## config.mk

```make
export PLATFORM = sky130hd
export DESIGN_NAME = tile_pixel_shifter_flat
export DESIGN_NICKNAME = d
export VERILOG_FILES = /design/src/rtl/tile_pixel_shifter_if.sv /design/src/rtl/tile_pixel_shifter.sv /design/src/flat_wrapper.sv
export SDC_FILE = /design/constraint.sdc
export NUM_CORES = 1
export LEC_CHECK = 0
export ABC_CLOCK_PERIOD_IN_PS = 1650
export CORE_ASPECT_RATIO = 0.75
export CORE_MARGIN = 3
export CORE_UTILIZATION = 50
export DETAILED_ROUTE_END_ITERATION = 8
export GPL_TIMING_DRIVEN = 0
export PLACE_DENSITY = 0.74
export SKIP_LAST_GASP = 1
export SLEW_MARGIN = 10
export SYNTH_ARGS = -nofsm -noshare
export SYNTH_HDL_FRONTEND = slang
export SYNTH_SLANG_ARGS = --single-unit
```

## constraint.sdc

```tcl
create_clock -name CLK_6M -period 1.65 [get_ports CLK_6M]
set_input_delay 0.4125 -clock CLK_6M [delete_from_list [all_inputs] [get_ports CLK_6M]]
set_output_delay 0.4125 -clock CLK_6M [all_outputs]
set_load 0.01 [all_outputs]
```

## src/rtl/tile_pixel_shifter_if.sv

```systemverilog
// Fetch-side load strobes and data plus the per-layer pixel outputs toward the mixer.
// The address generator (master) drives the loads; the shifter (slave) returns pixels and status.
interface tile_pixel_shifter_if #(
    parameter int ATTR_W = 8
);
    logic              HA2;
    logic              HB2;
    logic [7:0]        GD;
    logic [ATTR_W-1:0] ATTR;
    logic              FLIP;
    logic              CLR_FLAGS;
    logic [ATTR_W+1:0] PIX_A;
    logic [ATTR_W+1:0] PIX_B;
    logic              OPAQUE_A;
    logic              OPAQUE_B;
    logic [1:0]        OVERRUN;
    logic [1:0]        UNDERRUN;

    modport master (
        output HA2, HB2, GD, ATTR, FLIP, CLR_FLAGS,
        input  PIX_A, PIX_B, OPAQUE_A, OPAQUE_B, OVERRUN, UNDERRUN
    );

    modport slave (
        input  HA2, HB2, GD, ATTR, FLIP, CLR_FLAGS,
        output PIX_A, PIX_B, OPAQUE_A, OPAQUE_B, OVERRUN, UNDERRUN
    );
endinterface

```

## src/rtl/tile_pixel_shifter.sv

```systemverilog
// Two-layer tile pixel shifter: each layer double-buffers a ROM byte and attribute
// and serialises one 2bpp pen per CLK_6M, with sticky overrun/underrun status.
module tile_pixel_shifter #(
    parameter int         ATTR_W          = 8,
    parameter logic [1:0] TRANSPARENT_PEN = 2'b00
) (
    input  logic                  CLK_6M,
    input  logic                  RESET,
    tile_pixel_shifter_if.slave   bus
);
    // Index 0 is layer A, index 1 is layer B throughout.
    logic [1:0]                   w_load;
    logic [1:0]                   w_consume;
    logic [1:0]                   w_set_ovr;
    logic [1:0]                   w_set_und;
    logic [1:0][1:0]              w_first_pen;
    logic [1:0][5:0]              w_rest;
    logic [1:0][1:0]              w_emit_pen;
    logic [1:0][ATTR_W-1:0]       w_emit_attr;

    logic [1:0][7:0]              r_hold_pens;
    logic [1:0][ATTR_W-1:0]       r_hold_attr;
    logic [1:0]                   r_hold_flip;
    logic [1:0]                   r_hold_valid;
    logic [1:0]                   r_armed;
    logic [1:0][5:0]              r_shift;
    logic [1:0][ATTR_W-1:0]       r_shift_attr;
    logic [1:0][1:0]              r_count;
    logic [1:0][ATTR_W+1:0]       r_pix;
    logic [1:0]                   r_opaque;
    logic [1:0]                   r_overrun;
    logic [1:0]                   r_underrun;

    assign w_load = {bus.HB2, bus.HA2};

    always_comb begin
        w_consume   = '0;
        w_set_ovr   = '0;
        w_set_und   = '0;
        w_first_pen = '0;
        w_rest      = '0;
        w_emit_pen  = '0;
        w_emit_attr = '0;
        for (int unsigned l = 0; l < 2; l++) begin
            // The shifter holds the remaining pens in emission order, next pen in [1:0].
            w_first_pen[l] = r_hold_flip[l] ? r_hold_pens[l][7:6] : r_hold_pens[l][1:0];
            w_rest[l]      = r_hold_flip[l]
                           ? {r_hold_pens[l][1:0], r_hold_pens[l][3:2], r_hold_pens[l][5:4]}
                           : r_hold_pens[l][7:2];
            w_consume[l]   = (r_count[l] == 2'd0) && r_hold_valid[l];
            if (r_count[l] != 2'd0) begin
                w_emit_pen[l]  = r_shift[l][1:0];
                w_emit_attr[l] = r_shift_attr[l];
            end else if (r_hold_valid[l]) begin
                w_emit_pen[l]  = w_first_pen[l];
                w_emit_attr[l] = r_hold_attr[l];
            end else begin
                w_emit_pen[l]  = TRANSPARENT_PEN;
                w_emit_attr[l] = '0;
                w_set_und[l]   = r_armed[l];
            end
            w_set_ovr[l] = w_load[l] && r_hold_valid[l] && !w_consume[l];
        end
    end

    always_ff @(posedge CLK_6M) begin
        if (RESET) begin
            r_hold_pens  <= '0;
            r_hold_attr  <= '0;
            r_hold_flip  <= '0;
            r_hold_valid <= '0;
            r_armed      <= '0;
            r_shift      <= '0;
            r_shift_attr <= '0;
            r_count      <= '0;
            r_opaque     <= '0;
            r_overrun    <= '0;
            r_underrun   <= '0;
            for (int unsigned l = 0; l < 2; l++) begin
                r_pix[l] <= {{ATTR_W{1'b0}}, TRANSPARENT_PEN};
            end
        end else begin
            for (int unsigned l = 0; l < 2; l++) begin
                if (w_load[l]) begin
                    r_hold_pens[l] <= bus.GD;
                    r_hold_attr[l] <= bus.ATTR;
                    r_hold_flip[l] <= bus.FLIP;
                    r_armed[l]     <= 1'b1;
                end
                r_hold_valid[l] <= w_load[l] | (r_hold_valid[l] & ~w_consume[l]);
                if (r_count[l] != 2'd0) begin
                    r_shift[l] <= {2'b00, r_shift[l][5:2]};
                    r_count[l] <= r_count[l] - 2'd1;
                end else if (r_hold_valid[l]) begin
                    r_shift[l]      <= w_rest[l];
                    r_shift_attr[l] <= r_hold_attr[l];
                    r_count[l]      <= 2'd3;
                end
                r_pix[l]    <= {w_emit_attr[l], w_emit_pen[l]};
                r_opaque[l] <= (w_emit_pen[l] != TRANSPARENT_PEN);
            end
            // A new event outranks a coincident clear.
            r_overrun  <= (r_overrun  & ~{2{bus.CLR_FLAGS}}) | w_set_ovr;
            r_underrun <= (r_underrun & ~{2{bus.CLR_FLAGS}}) | w_set_und;
        end
    end

    assign bus.PIX_A    = r_pix[0];
    assign bus.PIX_B    = r_pix[1];
    assign bus.OPAQUE_A = r_opaque[0];
    assign bus.OPAQUE_B = r_opaque[1];
    assign bus.OVERRUN  = r_overrun;
    assign bus.UNDERRUN = r_underrun;
endmodule
```

## src/flat_wrapper.sv

```systemverilog
// flat-port wrapper written by rule: the top's interface ports become plain ports
module tile_pixel_shifter_flat 
#(
    parameter int         ATTR_W          = 8,
    parameter logic [1:0] TRANSPARENT_PEN = 2'b00
)
  (CLK_6M, RESET, bus_HA2, bus_HB2, bus_GD, bus_ATTR, bus_FLIP, bus_CLR_FLAGS, bus_PIX_A, bus_PIX_B, bus_OPAQUE_A, bus_OPAQUE_B, bus_OVERRUN, bus_UNDERRUN);
  tile_pixel_shifter_if #(.ATTR_W(ATTR_W)) bus_i ();
  input  logic CLK_6M;
  input  logic RESET;
  input wire logic [$bits(bus_i.HA2)-1:0] bus_HA2;
  input wire logic [$bits(bus_i.HB2)-1:0] bus_HB2;
  input wire logic [$bits(bus_i.GD)-1:0] bus_GD;
  input wire logic [$bits(bus_i.ATTR)-1:0] bus_ATTR;
  input wire logic [$bits(bus_i.FLIP)-1:0] bus_FLIP;
  input wire logic [$bits(bus_i.CLR_FLAGS)-1:0] bus_CLR_FLAGS;
  output wire logic [$bits(bus_i.PIX_A)-1:0] bus_PIX_A;
  output wire logic [$bits(bus_i.PIX_B)-1:0] bus_PIX_B;
  output wire logic [$bits(bus_i.OPAQUE_A)-1:0] bus_OPAQUE_A;
  output wire logic [$bits(bus_i.OPAQUE_B)-1:0] bus_OPAQUE_B;
  output wire logic [$bits(bus_i.OVERRUN)-1:0] bus_OVERRUN;
  output wire logic [$bits(bus_i.UNDERRUN)-1:0] bus_UNDERRUN;
  assign bus_i.HA2 = bus_HA2;
  assign bus_i.HB2 = bus_HB2;
  assign bus_i.GD = bus_GD;
  assign bus_i.ATTR = bus_ATTR;
  assign bus_i.FLIP = bus_FLIP;
  assign bus_i.CLR_FLAGS = bus_CLR_FLAGS;
  assign bus_PIX_A = bus_i.PIX_A;
  assign bus_PIX_B = bus_i.PIX_B;
  assign bus_OPAQUE_A = bus_i.OPAQUE_A;
  assign bus_OPAQUE_B = bus_i.OPAQUE_B;
  assign bus_OVERRUN = bus_i.OVERRUN;
  assign bus_UNDERRUN = bus_i.UNDERRUN;
  tile_pixel_shifter #(.ATTR_W(ATTR_W), .TRANSPARENT_PEN(TRANSPARENT_PEN)) u_core (.CLK_6M(CLK_6M), .RESET(RESET), .bus(bus_i));
endmodule
```

[After elaboration in Yosys (flattened, before gate mapping)]
Cells that the tools add are included.
Cells by class
  add/sub/neg operators: 2
  muxes and demuxes: 24
  bitwise logic cells: 13
  reduce and logical (&&, ||, !) cells: 20
Operator list (number)
  $mux W8: 4
  $mux W2: 10
  $mux W4: 4
  $mux W6: 2
  $reduce_bool A2 Y1: 6
  $logic_and A1 B1 Y1: 6
  $and A2 B2 Y2: 2
  $logic_not A2 Y1: 2
  $mux W1: 4
  $not A1 Y1: 4
  $or A2 B2 Y2: 2
  $reduce_and A2 Y1: 2
  $reduce_or A2 Y1: 2
  $sub A2 B1 Y2 const B: 2
  $and A1 B1 Y1: 2
  $logic_not A1 Y1: 2
  $not A2 Y2: 1
  $or A1 B1 Y1: 2
Storage, ports and cells
  flip-flop bits (word level): 96
  input bits: 22
  output and inout bits: 26
  logic and storage cells: 81

[Depth between registers and ports, before layout]
Gate-level depths: netlist of run 1.
  word-level depth: 5
  gate-level depth with buffers: 7

[Worst setup path before layout of run 1]
Ideal clock, no wire load.
  path kind: register to register
  start: register u_core.r_count[2] in the netlist's numbering
  end: register u_core.r_opaque[1]
  arrival time: 1.158 ns
  data required time: 1.527 ns
  setup slack: 0.369 ns
  cell stages (with the launch flop): 7
  path buffers: 1
  period minus slack after synthesis: 1.281 ns
  cells stage by stage: dfxtp_1 > inv_1 > ha_1 > and2_1 > buf_4 > a22oi_2 > a21oi_1
Between the ends
  cells in the longest elaborated chain, start to end: 3
Ends and longest elaborated chain
  start: declaration: RTL line tile_pixel_shifter.sv:28  | logic [1:0][1:0] r_count;
  start signal: indexed assignment: RTL line tile_pixel_shifter.sv:93  | r_count[l] <= r_count[l] - 2'd1;
  $reduce_bool A2 Y1: RTL line tile_pixel_shifter.sv:51  | if (r_count[l] != 2'd0) begin
  $mux W2: RTL line tile_pixel_shifter.sv:51
  $reduce_bool A2 Y1: RTL line tile_pixel_shifter.sv:100  | r_opaque[l] <= (w_emit_pen[l] != TRANSPARENT_PEN);
  end signal: indexed assignment: RTL line tile_pixel_shifter.sv:100
  end: declaration: RTL line tile_pixel_shifter.sv:30  | logic [1:0] r_opaque;
No other way between the ends.
A chain may end at the register's enable or synchronous reset.

[Worst setup path in the final report of run 1]
  start: register u_core.r_pix (netlist bit u_core.bus.PIX_A[5])
  end: output port bus_PIX_A[5]
RTL lines
  start: declaration: RTL line tile_pixel_shifter.sv:29  | logic [1:0][ATTR_W+1:0] r_pix;
  start signal: indexed assignment: RTL line tile_pixel_shifter.sv:80  | r_pix[l] <= {{ATTR_W{1'b0}}, TRANSPARENT_PEN};
  start signal: indexed assignment: RTL line tile_pixel_shifter.sv:99  | r_pix[l] <= {w_emit_attr[l], w_emit_pen[l]};
  end: declaration: RTL line flat_wrapper.sv:17  | output wire logic [$bits(bus_i.PIX_A)-1:0] bus_PIX_A;
No word-level cell between the ends.

==> impl_metrics.csv, run 1 <==
group,metric,value,unit
power_and_ir_drop,ir_drop,0.000624,V
die,rows,26,
finish,num-nets-final,462,
global_route,grt-ovfl-total,0,
setup_path,r2r_start,"u_core.r_count[2]",
timing,fmax,620,MHz
hold_path,hp-start,"bus_HA2",
timing,worst_slew_pin_slew,0.571,ns
timing,setup_violations,0,
clock_tree,cts_buffer_depth,2,
status,outcome,"complete, no violations",
power_and_ir_drop,pwr-share-seq,48.1,%
power_and_ir_drop,pwr-share-comb,20.7,%
placement,gp_congestion,0.843,
synthesis,synth.distinct_cells,24,
synthesis,yosys.area.top_type,"dfxtp_1",
drt,initialDrtViolationCount,106,
hold_path,hold_path.class,"primary input to flop",
setup_path,crit_start,"u_core.bus.PIX_A[5]",
timing,slew_headroom,61.9,%
placement,hpwl,5580,um
finish,area_delta_synth_final,23.0,%
drt,ant_nets,0,
setup_path,slowest_stage,"clkdlybuf4s50_1",
drt,dr_total_vias,2736,
die,dieArea,8210,um^2
global_route,grt_max_degree,16,
flow_run,cap_violations,0,
synthesis,ys_ff_latch,96,
finish,final_util,64.1,%
synthesis,syn-num-nets,406,
setup_path,crit_family,"buffers and inverters",
global_route,gr-usage-all-layers,19.5,%
die,die_y,79.2,um
timing,maxSlewViolCount,0,
clock_tree,root_buffer,"clkbuf_8",
timing,finalHoldViolCount,0,
setup_path,path_max_fanout,1,
synthesis,synthDominantCellAreaShare,53.8,%
setup_path,cp.arrival,1.20,ns
power_and_ir_drop,clkPwrFrac,31.3,%
clock_tree,h-tree-depth,3,
placement,portBuffers,45,
power_and_ir_drop,internal_power,3.92,mW
setup_path,rr_worst_depth,6,
synthesis,synth_edf_count,0,
timing,holdWs,0.437,ns
power_and_ir_drop,power.leakage,1.96,nW
synthesis,synth-seq-area-share,53.8,%
timing,period_share,97.8,%
die,design.core.area,6860,um^2
timing,rsz0062_at_grt,"false",
drt,routedWlPerCell,14.3,um
power_and_ir_drop,p_per_area,1250,nW/um^2
drt,drc,0,
clock_tree,clkSinkCount,96,
synthesis,yosysMostFrequentCell,"dfxtp_1",
finish,drive_gt1_share,9.52,%
finish,diodes,0,
synthesis,avgSynthCellArea,9.38,um^2
synthesis,syn_inst,381,
hold_path,worstHoldPathCells,3,
synthesis,netlist_area,3570,um^2
power_and_ir_drop,p_sw,1.58,mW
synthesis,synthFlopType,"dfxtp_1",
synthesis,ys.warnings.count,0,
setup_path,worstPathCellList,"clkdlybuf4s50_1",
setup_path,required,1.24,ns
global_route,grt_antenna_before_repair,0,
setup_path,crit_path_start_kind,"flop",
synthesis,async_reset_ff_share,0,%
setup_path,setup.worst_path.end_class,"output pin",
clock_tree,numCtsBuffers,9,
power_and_ir_drop,finalPower,5.50,mW
clock_tree,clk_latency,0.36,ns
timing,fin_skew,0.00697,ns
setup_path,max_stage_delay,0.52,ns
placement,placed_area,4150,um^2
drt,viasPerCell,5.08,
die,die_w,104,um
setup_path,critPathBufInv,1,
die,pin_count,48,
global_route,grt_pass1_wl,12600,um
power_and_ir_drop,p_sw_share,28.7,%
finish,finalInstanceArea,4400,um^2
clock_tree,cts_tree,"yes",
timing,min_period,1.61,ns
clock_tree,clkTransAtPathRegs,0.09,ns
synthesis,yosys-top-cells-area,"dfxtp_1 54%, mux2i_1 13%, a21oi_1 6.6%, nand2_1 6.1%, nor2_1 5.7%",
die,start_util,52.1,%
setup_path,cp.depth,1,
drt,wl,7710,um
synthesis,synth_common_cells,"96 x dfxtp_1, 58 x nand2_1, 54 x nor2_1",
clock_tree,postCtsSetupRepairBufs,0,
drt,drt-pass1-iter-count,4,
setup_path,path_class,"flop to output pin",
global_route,grt_pass1_vias,2567,
final timing paths:
path,end,slack (ns)
worst min register to register,u_core.bus.PIX_B[2],0.46
worst max-delay path,bus_PIX_A[5],0.04
worst max register to register,u_core.bus.PIX_B[8],0.12
worst min-delay path,u_core.r_armed[0],0.44
cells in the final DEF (no fill, tap or decap):
cell type	instances
a211oi_1	8
a21o_1	8
a21oi_1	47
a22oi_1	1
a22oi_2	3
and2_1	2
buf_1	1
buf_2	15
buf_4	2
buf_6	2
bufinv_16	2
clkbuf_1	1
clkbuf_2	2
clkbuf_4	1
clkbuf_8	11
clkdlybuf4s50_1	26
clkinvlp_4	1
dfxtp_1	96
dlygate4sd2_1	8
dlymetal6s2s_1	11
ha_1	3
inv_1	7
inv_6	1
mux2_1	2
mux2_2	2
mux2i_1	46
nand2_1	58
nand2b_1	7
nand3_1	1
nand3b_1	2
nor2_1	54
nor2b_1	2
o21ai_0	8
power by group through the flow:
stage	combinational, mW	clock (mW)	sequential (mW)
detailed placement	1.15	0	2.70
global placement	1.11	0	2.69
global route	1.28	1.83	2.67
floorplan	0.766	0	2.69
finish	1.14	1.72	2.64
CTS	1.14	1.75	2.64
state kept, by name (all words and copies together) (netlist names):
signal,cells
u_core.bus.UNDERRUN,2
u_core.bus.PIX_A,10
u_core.r_shift,12
u_core.bus.OVERRUN,2
u_core.r_hold_pens,16
u_core.r_hold_valid,2
u_core.r_hold_flip,2
u_core.r_opaque,2
u_core.r_hold_attr,16
u_core.r_shift_attr,16
u_core.r_count,4
u_core.bus.PIX_B,10
u_core.r_armed,2
what timing repair did:
item                                    CTS  global route
endpoints found under the setup margin    8            22
hold buffers                              0             0
resized for setup                         8            14
hold endpoints to repair                  0             0
layer usage:
layer	track usage [%]	up-vias	share of wire, %
li1	-	1381	-
met1	26.0	1282	48
met2	30.6	61	45
met3	5.93	12	6.2
met4	6.24	0	1.5
met5	0	-	0
final cells by class:
class                   instances  area, um^2
plain buffers                  24         138
multi-input cells             254        1490
clock buffers                  11         151
fillers                       550        2470
clock inverters                 4        76.3
repair buffers                 45         468
flip-flops and latches         96        1920
well taps                      98         123
inverters                       7        26.3
worst reg2reg max path, stage by stage (launching register included):
cell	delay (ns)
dfxtp_1	0.37
inv_1	0.07
ha_1	0.30
inv_1	0.24
clkbuf_4	0.26
nand2_1	0.07
a21oi_1	0.14
cell families (layout without fill, tap and decap cells):
group | Yosys count | count (layout) | synth area share (%)
fa+ha+maj | 3 | 3 | 1.05
simple gates | 126 | 126 | 14.3
compound gates | 75 | 75 | 12.3
buf+inv | 31 | 91 | 4.45
mux | 50 | 50 | 14.1
flops | 96 | 96 | 53.8
through the flow:
step                      TNS (ns)  cells  setup WS [ns]
after CTS                        0    539        0.00136
after floorplan                  0    381          0.369
after global placement      -10.91    524         -0.317
after global routing             0    539        0.00354
final                            0    539         0.0370
after detailed placement    -13.94    524         -0.350
(Power assumes the default switching activity.)
==> run 2: changes to the inputs <==
--- a/config.mk
+++ b/config.mk
@@ -12,8 +12,9 @@
 export DETAILED_ROUTE_END_ITERATION = 8
 export GPL_TIMING_DRIVEN = 0
 export PLACE_DENSITY = 0.74
+export SKIP_CTS_REPAIR_TIMING = 1
 export SKIP_LAST_GASP = 1
-export SLEW_MARGIN = 10
+export SLEW_MARGIN = 0
 export SYNTH_ARGS = -nofsm -noshare
 export SYNTH_HDL_FRONTEND = slang
 export SYNTH_SLANG_ARGS = --single-unit
==> run 2 against run 1 <==
  * Wire length up 0.40%
  * Critical path depth unchanged
  * Critical endpoint unchanged
  * Utilization up 0.44 points
  * Register-to-register slack about the same
  * Global-route usage unchanged
  * Combinational power about the same
  * Sequential cell count unchanged
  * Critical path type unchanged
==> impl_metrics.csv, run 2 (synthesis gave the netlist of run 1 again) <==
group,metric,value,unit
finish,fillerInstances,545,
clock_tree,root_buffer,"clkbuf_8",
timing,worst_slew_pin_slew,0.567,ns
power_and_ir_drop,pwr-share-seq,48.1,%
drt,drc,0,
die,dieArea,8210,um^2
global_route,grt_pass1_vias,2567,
status,outcome,"complete, no violations",
die,pin_count,48,
finish,final_util,64.5,%
finish,final_cell_mix,"96 x dfxtp_1, 58 x nand2_1, 54 x nor2_1",
drt,routedWlPerCell,14.4,um
hold_path,hold_path.class,"primary input to flop",
placement,gp_congestion,0.843,
global_route,grt_pass1_wl,12600,um
setup_path,rr_worst_depth,6,
timing,setup_violations,0,
drt,viasPerCell,5.05,
global_route,grt_max_degree,16,
timing,finalHoldViolCount,0,
setup_path,worstPathCellList,"clkdlybuf4s50_1",
clock_tree,clk_latency,0.36,ns
setup_path,critPathBufInv,1,
clock_tree,cts_tree,"yes",
finish,final_common_cell,"dfxtp_1",
timing,min_period,1.61,ns
power_and_ir_drop,p_sw,1.57,mW
clock_tree,clkSinkCount,96,
setup_path,path_max_fanout,1,
timing,fin_skew,0.00769,ns
power_and_ir_drop,pwr-share-comb,20.8,%
drt,drt-pass1-iter-count,5,
die,design.core.area,6860,um^2
setup_path,required,1.24,ns
hold_path,worstHoldPathCells,3,
flow_run,cap_violations,0,
timing,maxSlewViolCount,0,
power_and_ir_drop,internal_power,3.93,mW
setup_path,setup.worst_path.end_class,"output pin",
global_route,grt_antenna_before_repair,0,
finish,diodes,0,
finish,area_delta_synth_final,23.9,%
setup_path,crit_family,"buffers and inverters",
clock_tree,h-tree-depth,3,
setup_path,cp.arrival,1.20,ns
drt,initialDrtViolationCount,103,
setup_path,max_stage_delay,0.52,ns
setup_path,crit_path_start_kind,"flop",
timing,slew_headroom,62.2,%
finish,drive_gt1_share,9.52,%
power_and_ir_drop,p_sw_share,28.6,%
power_and_ir_drop,power.leakage,2.07,nW
drt,ant_nets,0,
timing,rsz0062_at_grt,"false",
placement,portBuffers,45,
die,rows,26,
die,die_y,79.2,um
clock_tree,numCtsBuffers,9,
clock_tree,clkTransAtPathRegs,0.09,ns
finish,largest_registers,"u_core.r_hold_attr (16), u_core.r_hold_pens (16), u_core.r_shift_attr (16)",
setup_path,cp.depth,1,
finish,regArea,1920,um^2
timing,fmax,622,MHz
clock_tree,cts_buffer_depth,2,
setup_path,slowest_stage,"clkdlybuf4s50_1",
finish,multi_input_area,1490,um^2
drt,dr_total_vias,2721,
drt,wl,7740,um
global_route,gr-usage-all-layers,19.5,%
placement,hpwl,5580,um
power_and_ir_drop,clkPwrFrac,31.2,%
timing,fin_setup_tns,0,ns
power_and_ir_drop,ir_drop,0.000645,V
timing,period_share,97.5,%
setup_path,path_class,"flop to output pin",
power_and_ir_drop,p_per_area,1240,nW/um^2
die,start_util,52.1,%
global_route,grt-ovfl-total,0,
die,die_w,104,um
finish,num-nets-final,462,
==> run 2: area by class of cell <==
class	instances	share of cell area, %
flip-flops and latches	96	43.4
multi-input cells	254	33.7
repair buffers	45	11.2
clock buffers	11	3.42
plain buffers	24	3.11
well taps	98	2.77
clock inverters	4	1.72
inverters	7	0.594
==> run 2: final timing paths <==
| path | slack [ns] | startpoint | endpoint |
|---|---|---|---|
| worst max-delay path | 0.04 | u_core.bus.PIX_A[5] | bus_PIX_A[5] |
| worst min-delay path | 0.44 | bus_HA2 | u_core.r_armed[0] |
| worst max register to register | 0.13 | u_core.r_count[2] | u_core.bus.PIX_B[8] |
| worst min register to register | 0.46 | u_core.r_shift_attr[8] | u_core.bus.PIX_B[2] |
==> run 2: per-layer routing <==
metal  vias to the layer above  global-route usage [%]  routed length, um
li1                       1382                       -                  -
met1                      1271                    26.0               3590
met2                        62                    30.6               3560
met3                         6                    5.93                530
met4                         0                    6.24                 60
met5                         -                       0                  0
==> run 2: stage by stage <==
stage / cell area [um^2] / total power, mW / setup slack [ns] / hold WS (ns) / std cells
global route: 4430 / 5.79 / 0.00305 / 0.448 / 539
global placement: 4150 / 3.80 / -0.317 / 0.434 / 524
detailed placement: 4150 / 3.84 / -0.350 / 0.443 / 524
floorplan: 3570 / 3.46 / 0.369 / 0.428 / 381
finish: 4430 / 5.50 / 0.0417 / 0.438 / 539
CTS: 4370 / 5.55 / -0.0234 / 0.425 / 539
==> run 2: power groups by stage <==
stage / logic [mW] / clock network [mW] / registers [mW]
after floorplan: 0.766 / 0 / 2.69
after global placement: 1.11 / 0 / 2.69
after global routing: 1.29 / 1.83 / 2.67
after CTS: 1.16 / 1.75 / 2.64
after detailed placement: 1.15 / 0 / 2.70
final: 1.14 / 1.71 / 2.64
